--- config.mk ---
export PLATFORM = sky130hd
export DESIGN_NAME = shift_cnt_mix_n
export DESIGN_NICKNAME = d
export VERILOG_FILES = /design/src/rtl/shift_cnt_mix_pkg.sv /design/src/rtl/shift_reg_n.sv /design/src/rtl/shift_cnt_mix_n.sv
export SDC_FILE = /design/constraint.sdc
export NUM_CORES = 1
export LEC_CHECK = 0
export CORE_MARGIN = 2
export CORE_UTILIZATION = 44
export CTS_CLUSTER_DIAMETER = 40
export DETAILED_ROUTE_END_ITERATION = 16
export PLACE_DENSITY = 0.94
export SLEW_MARGIN = 10
export SYNTH_ARGS = -nofsm -noshare
export SYNTH_HDL_FRONTEND = slang
export SYNTH_SLANG_ARGS = --single-unit
--- constraint.sdc ---
create_clock -name clk -period 2.25 [get_ports clk]
set_input_delay 0.3375 -clock clk [delete_from_list [all_inputs] [get_ports clk]]
set_output_delay 0.3375 -clock clk [all_outputs]
set_load 0.02 [all_outputs]
--- src/rtl/shift_cnt_mix_pkg.sv ---
// Shared constants for the shift/count/mix datapath: counter modes and legal width range.
package shift_cnt_mix_pkg;

  localparam int MODE_WRAP = 0;
  localparam int MODE_SAT  = 1;

  localparam int W_MIN = 2;
  localparam int W_MAX = 16;

  function automatic bit width_ok(input int w);
    return (w >= W_MIN) && (w <= W_MAX);
  endfunction

endpackage

--- src/rtl/shift_reg_n.sv ---
// W-bit serial-in shift register, newest bit enters at the LSB; 1-cycle latency, no backpressure.
module shift_reg_n #(
  parameter int W = 4
) (
  input  logic         clk,
  input  logic         n_rst,
  input  logic         en,
  input  logic         din,
  output logic [W-1:0] dout
);

  always_ff @(posedge clk or negedge n_rst) begin
    if (!n_rst) begin
      dout <= '0;
    end else if (en) begin
      dout <= {dout[W-2:0], din};
    end
  end

endmodule

--- src/rtl/shift_cnt_mix_n.sv ---
// Shifter + up/down counter with XOR mix, delayed-select invert and channel swap.
// Outputs are 0-cycle from registers (do2 one cycle later); co1/co2 are combinational; no backpressure.
module shift_cnt_mix_n
  import shift_cnt_mix_pkg::*;
#(
  parameter int W        = 4,
  parameter int SAT_MODE = MODE_WRAP
) (
  input  logic         clk,
  input  logic         n_rst,
  input  logic         din,
  input  logic         shift_en,
  input  logic         up1_dn0,
  input  logic         cnt_en,
  input  logic         load,
  input  logic [W-1:0] load_val,
  input  logic         sel,
  input  logic         cin1,
  input  logic         cin2,
  output logic [W-1:0] do1,
  output logic [W-1:0] do2,
  output logic [W-1:0] do3,
  output logic         co1,
  output logic         co2,
  output logic         cnt_max,
  output logic         cnt_min
);

  if (!width_ok(W)) begin : g_bad_width
    $error("shift_cnt_mix_n: W out of range 2..16");
  end
  if ((SAT_MODE != MODE_WRAP) && (SAT_MODE != MODE_SAT)) begin : g_bad_mode
    $error("shift_cnt_mix_n: SAT_MODE must be 0 or 1");
  end

  localparam logic [W-1:0] CNT_TOP = '1;
  localparam bit           SAT     = (SAT_MODE == MODE_SAT);

  logic [W-1:0] shreg;
  logic [W-1:0] cnt;
  logic [W-1:0] cnt_nxt;
  logic [W-1:0] xor_ff;
  logic         sel_d1;
  logic         din_inv;

  assign din_inv = ~din;

  shift_reg_n #(
    .W(W)
  ) u_shift_reg (
    .clk  (clk),
    .n_rst(n_rst),
    .en   (shift_en),
    .din  (din_inv),
    .dout (shreg)
  );

  // load beats counting; saturate mode pins the count at either end
  always_comb begin
    cnt_nxt = cnt;
    if (load) begin
      cnt_nxt = load_val;
    end else if (cnt_en) begin
      if (up1_dn0) begin
        if (!(SAT && (cnt == CNT_TOP))) begin
          cnt_nxt = cnt + W'(1);
        end
      end else begin
        if (!(SAT && (cnt == '0))) begin
          cnt_nxt = cnt - W'(1);
        end
      end
    end
  end

  always_ff @(posedge clk or negedge n_rst) begin
    if (!n_rst) begin
      cnt    <= '0;
      xor_ff <= '0;
      sel_d1 <= 1'b0;
    end else begin
      cnt    <= cnt_nxt;
      xor_ff <= do1;
      sel_d1 <= sel;
    end
  end

  assign do1     = shreg ^ cnt;
  assign do2     = xor_ff;
  assign do3     = sel_d1 ? ~cnt : cnt;
  assign cnt_max = (cnt == CNT_TOP);
  assign cnt_min = (cnt == '0);

  assign co1 = sel ? cin2 : cin1;
  assign co2 = sel ? cin1 : cin2;

endmodule

Word level (Yosys, flattened, before mapping)
Cells that the tools add are included.

operators by class
  add/sub/neg operators = 2
  equal/unequal tests = 1
  muxes and demuxes = 6
  bitwise gates (word level) = 3
  reduce and logical (&&, ||, !) cells = 2

operator list
  kind                   number
  $mux W4                4
  $add A4 B1 Y4 const B  1
  $eq A4 B4 Y1 const B   1
  $logic_not A4 Y1       1
  $not A4 Y4             1
  $sub A4 B1 Y4 const B  1
  $xor A4 B4 Y4          1
  $mux W1                2
  $reduce_bool A2 Y1     1
  $not A1 Y1             1

storage, ports and cells
  flip-flop bits (word level) = 13
  output and inout port bits = 16
  word-level logic and storage cells = 18

Depth between registers and ports, before layout
  depth in word-level cells = 4
  depth in mapped cells = 5

By module
A second synthesis with hierarchy kept.

unflattened totals
  cell total of the unflattened synthesis = 60
  area, all modules = 711.9 sq um

modules (own cells, without submodules)
  module           times used  cells each  area each (sq um)  sequential area each (sq um)
  shift_cnt_mix_n  1           52          566.8              225.2
  shift_reg_n      1           8           145.1              100.1

Worst setup path before layout
Ideal clock, no wire load.

  path type = flip-flop to output port
  start point = reg cnt[0]
  end point = out cnt_min
  data arrival time = 1.302 ns
  required time = 1.913 ns
  path slack = 0.610 ns
  stages on the path, launching flop included = 3
  cell sequence = dfrtp_1 > clkbuf_1 > nor4_1

on the way
  cells in the longest elaborated chain, start to end = 1

RTL lines
  item                    line                   text
  from (decl)             shift_cnt_mix_n.sv:40  logic [W-1:0] cnt;
  from (signal assigned)  shift_cnt_mix_n.sv:82  cnt <= cnt_nxt;
  $logic_not A4 Y1        shift_cnt_mix_n.sv:92  assign cnt_min = (cnt == '0);
  to (decl)               shift_cnt_mix_n.sv:26  output logic cnt_min

No other way between the ends.

Final worst setup path
Same ends and word-level chain as after synthesis.

==> out/summary.txt <==
outcome -> finished, final reports clean
first-pass GRT wire length -> 2480 microns
dominant synthesized flop cell -> sky130_fd_sc_hd__dfrtp_1
part of the power in the clock network -> 16.8%
total CTS buffers -> 3
mean area per synthesized cell -> 11.8 sq um
worst setup path category -> reg -> out
PostCTS Resize Cnt -> 0
maximum number of buffers from clock root to sink -> 2
nets in the synthesized netlist -> 77
Floorplan Core Area -> 1510 sq um
DRC errors left -> 0
power per cell area -> 809 nW/um^2
cell area after technology mapping -> 706 sq um
final standard cell utilization of the core -> 67.9%
Yosys top cell by area -> sky130_fd_sc_hd__dfrtp_1
post-route standard cell area excluding fillers -> 1020 sq um
dominant combinational cell family by area after synthesis -> XOR/XNOR gates
crit end category -> primary output
share of layout cells above drive strength 1 -> 11.1%
fraction of post-synthesis cell area in the top cell type by area -> 46.1%
Site Rows -> 14
combinational group share of total power -> 44.0%
leak pwr -> 0.431 nW
drt first-iter violations -> 7
share of power burned in registers -> 39.1%
largest driver fanout on the critical path -> 8
Final Hold Violating Endpoints -> 0
Die Footprint -> 1940 sq um
register bit total from synthesis -> 13
Internal Pwr Total -> 540 uW
number of max-slew violations in the final report -> 0
Unique masters post-synth -> 25
final setup skew -> 0.00987 ns
final cell count without fillers -> 106
remaining antenna violation count -> 0
CTS Hold Bufs -> 0
post-detailed-placement half-perimeter wirelength -> 1160 microns
share of the synthesized area in compound gates (AO/OA/AOI/OAI) -> 7.98%
port buffer count -> 29
number of fill cells -> 125
overall track demand over capacity in global routing -> 17.5%
RSZ-0062 raised after global routing -> false
via count -> 566
instance count after placement with tap cells included -> 102
Max Cap Viol -> 0
xor/xnor share of the synthesized area -> 12.4%
leftover overflow at the end of global routing -> 0
clock transition time at the flip-flop clock pins of the worst setup and hold paths -> 0.08 ns
total iterations of the first detailed-routing run -> 4
Crit-path slowest cell -> sky130_fd_sc_hd__clkdlybuf4s50_1
arrival time at the worst endpoint -> 1.75 ns
fraction of the mapped netlist area in adder cells -> 6.38%
Final period util -> 92.9%
largest net degree at the start of global routing -> 14
Post-synth EDFFs -> 0
CTS HTree Levels -> 1
wire length per cell after detailed routing -> 13.4 microns
most repeated cell in the gate-level netlist after synthesis -> sky130_fd_sc_hd__dfrtp_1
Data required, critical path -> 1.91 ns
fraction of power spent switching nets -> 34.8%
Initial Utilization -> 46.8%
upper clock frequency limit -> 478 MHz
Worst Max-Slew Pin Slew -> 0.557 ns
Reg2Reg Capture Point -> cnt[3]
DP Area -> 997 sq um
cell types with the largest area share after synthesis -> sky130_fd_sc_hd__dfrtp_1, sky130_fd_sc_hd__xor2_1, sky130_fd_sc_hd__mux2_2
gate count after technology mapping -> 60
die extent in x -> 44.0 microns
antenna diode count -> 0
final estimated routing congestion in global placement -> 0.776
type of the worst min-delay path -> in -> async
relative slew slack -> 62.8%
cell count of the worst reg-to-reg path -> 4
clock tree from TritonCTS -> done
Post-CTS Setup Bufs -> 0
top-level port count -> 30
simple-gate area share of the yosys netlist -> 12.1%
library cell used as clock root buffer -> sky130_fd_sc_hd__clkbuf_4
clock period minus final worst setup slack -> 2.09 ns
Total Neg Setup Slack -> 0 ns
final net count -> 108
via count of the first global-routing pass -> 595
proportion of synthesized chip area in sequential cells -> 46.1%
net switching power -> 288 uW
most instantiated cells after synthesis -> sky130_fd_sc_hd__dfrtp_1, sky130_fd_sc_hd__xor2_1, sky130_fd_sc_hd__mux2_2
CP peak stage delay -> 0.65 ns
slack of the worst reg-to-reg path -> 0.76 ns
share of flip-flops with an asynchronous set or reset after synthesis -> 100%
Yosys warnings -> 0
later-pin clock latency in the skew report -> 0.27 ns
final number of setup-violating endpoints -> 0
via density per instance -> 5.34
RR Startpoint -> cnt[1]
mux cell area share after synthesis -> 10.8%
vertical extent of the die -> 44.0 microns
Crit. Startpoint -> cnt[0]
CP Cell Sequence -> nor4_1, clkdlybuf4s50_1
initial antenna violation count -> 0
total wire length after detailed routing -> 1420 microns
layout-stage area growth over the synthesis result -> 45.0%
total clock sinks -> 13
peak supply drop -> 0.000436 V
final hold slack -> 0.420 ns
nature of the critical path startpoint -> flop
-- worst max path at each step --
stage	endpoint	slack (ns)
after floorplan	cnt_min	0.61
after CTS	cnt_min	0.15
after detailed placement	co1	0.18
final	cnt_min	0.16
after global placement	co1	0.21
after global routing	cnt_min	0.09
-- power groups by stage --
| stage | clock network (mW) | logic (mW) | registers [mW] |
|---|---|---|---|
| floorplan | 0 | 0.175 | 0.343 |
| global placement | 0 | 0.358 | 0.328 |
| detailed placement | 0 | 0.366 | 0.330 |
| CTS | 0.145 | 0.368 | 0.325 |
| global route | 0.156 | 0.394 | 0.330 |
| finish | 0.139 | 0.364 | 0.324 |
-- worst max-delay path: cells and delay by family, from the launching register on --
family        cells  cell delay, ns
buf+inv           1            0.65
flops             1            0.50
simple gates      1            0.33
-- state kept, by name, indices dropped and copies added, names as in the netlist --
name / flops
do2: 4
cnt: 4
u_shift_reg.dout: 4
sel_d1: 1
-- cell type report --
| class | instances | area [sq um] | share of cell area, % |
|---|---|---|---|
| Clock buffer | 4 | 26.3 | 2.57 |
| Inverter | 1 | 3.75 | 0.367 |
| Multi-Input combinational cell | 42 | 350 | 34.2 |
| Sequential cell | 13 | 325 | 31.8 |
| Tap cell | 16 | 20.0 | 1.96 |
| Timing Repair Buffer | 30 | 298 | 29.1 |
-- per-stage QoR --
stage	setup slack (ns)	total power [mW]
after global placement	0.207	0.685
final	0.159	0.828
after floorplan	0.610	0.518
after global routing	0.0888	0.881
after CTS	0.148	0.838
after detailed placement	0.177	0.696
-- placed cells by master, fill, tap and decap left out, drive strengths merged --
| cell | netlist | routed |
|---|---|---|
| and4 | 1 | 1 |
| clkbuf | 2 | 4 |
| nor3b | 2 | 2 |
| and4bb | 1 | 1 |
| nor4 | 1 | 1 |
| or4b | 1 | 1 |
| mux2i | 2 | 2 |
| clkdlybuf4s50 | 0 | 29 |
| o2bb2ai | 1 | 1 |
| nand3 | 2 | 2 |
| a21o | 1 | 1 |
| nor2 | 1 | 1 |
| inv | 1 | 1 |
| fa | 1 | 1 |
| ha | 2 | 2 |
| buf | 2 | 1 |
| nand2 | 3 | 3 |
| o21ai | 3 | 3 |
| xnor2 | 1 | 1 |
| a21oi | 3 | 3 |
| dfrtp | 13 | 13 |
| xor2 | 9 | 9 |
| nand3b | 1 | 1 |
| mux2 | 5 | 5 |
| a221o | 1 | 1 |
-- cell families after synthesis --
logic type      Yosys count
mux                       7
compound gates            9
fa+ha+maj                 3
simple gates             13
flops                    13
buf+inv                   5
xor+xnor                 10
-- per-layer routing --
metal | GRT usage, % | up-vias | wire [microns]
met5 | 0 | - | 0
met4 | 5.45 | 0 | 0
met3 | 6.12 | 0 | 101
met2 | 30.6 | 21 | 747
met1 | 20.0 | 273 | 569
li1 | - | 272 | -
No activity file was read; power rests on OpenSTA's default activity.
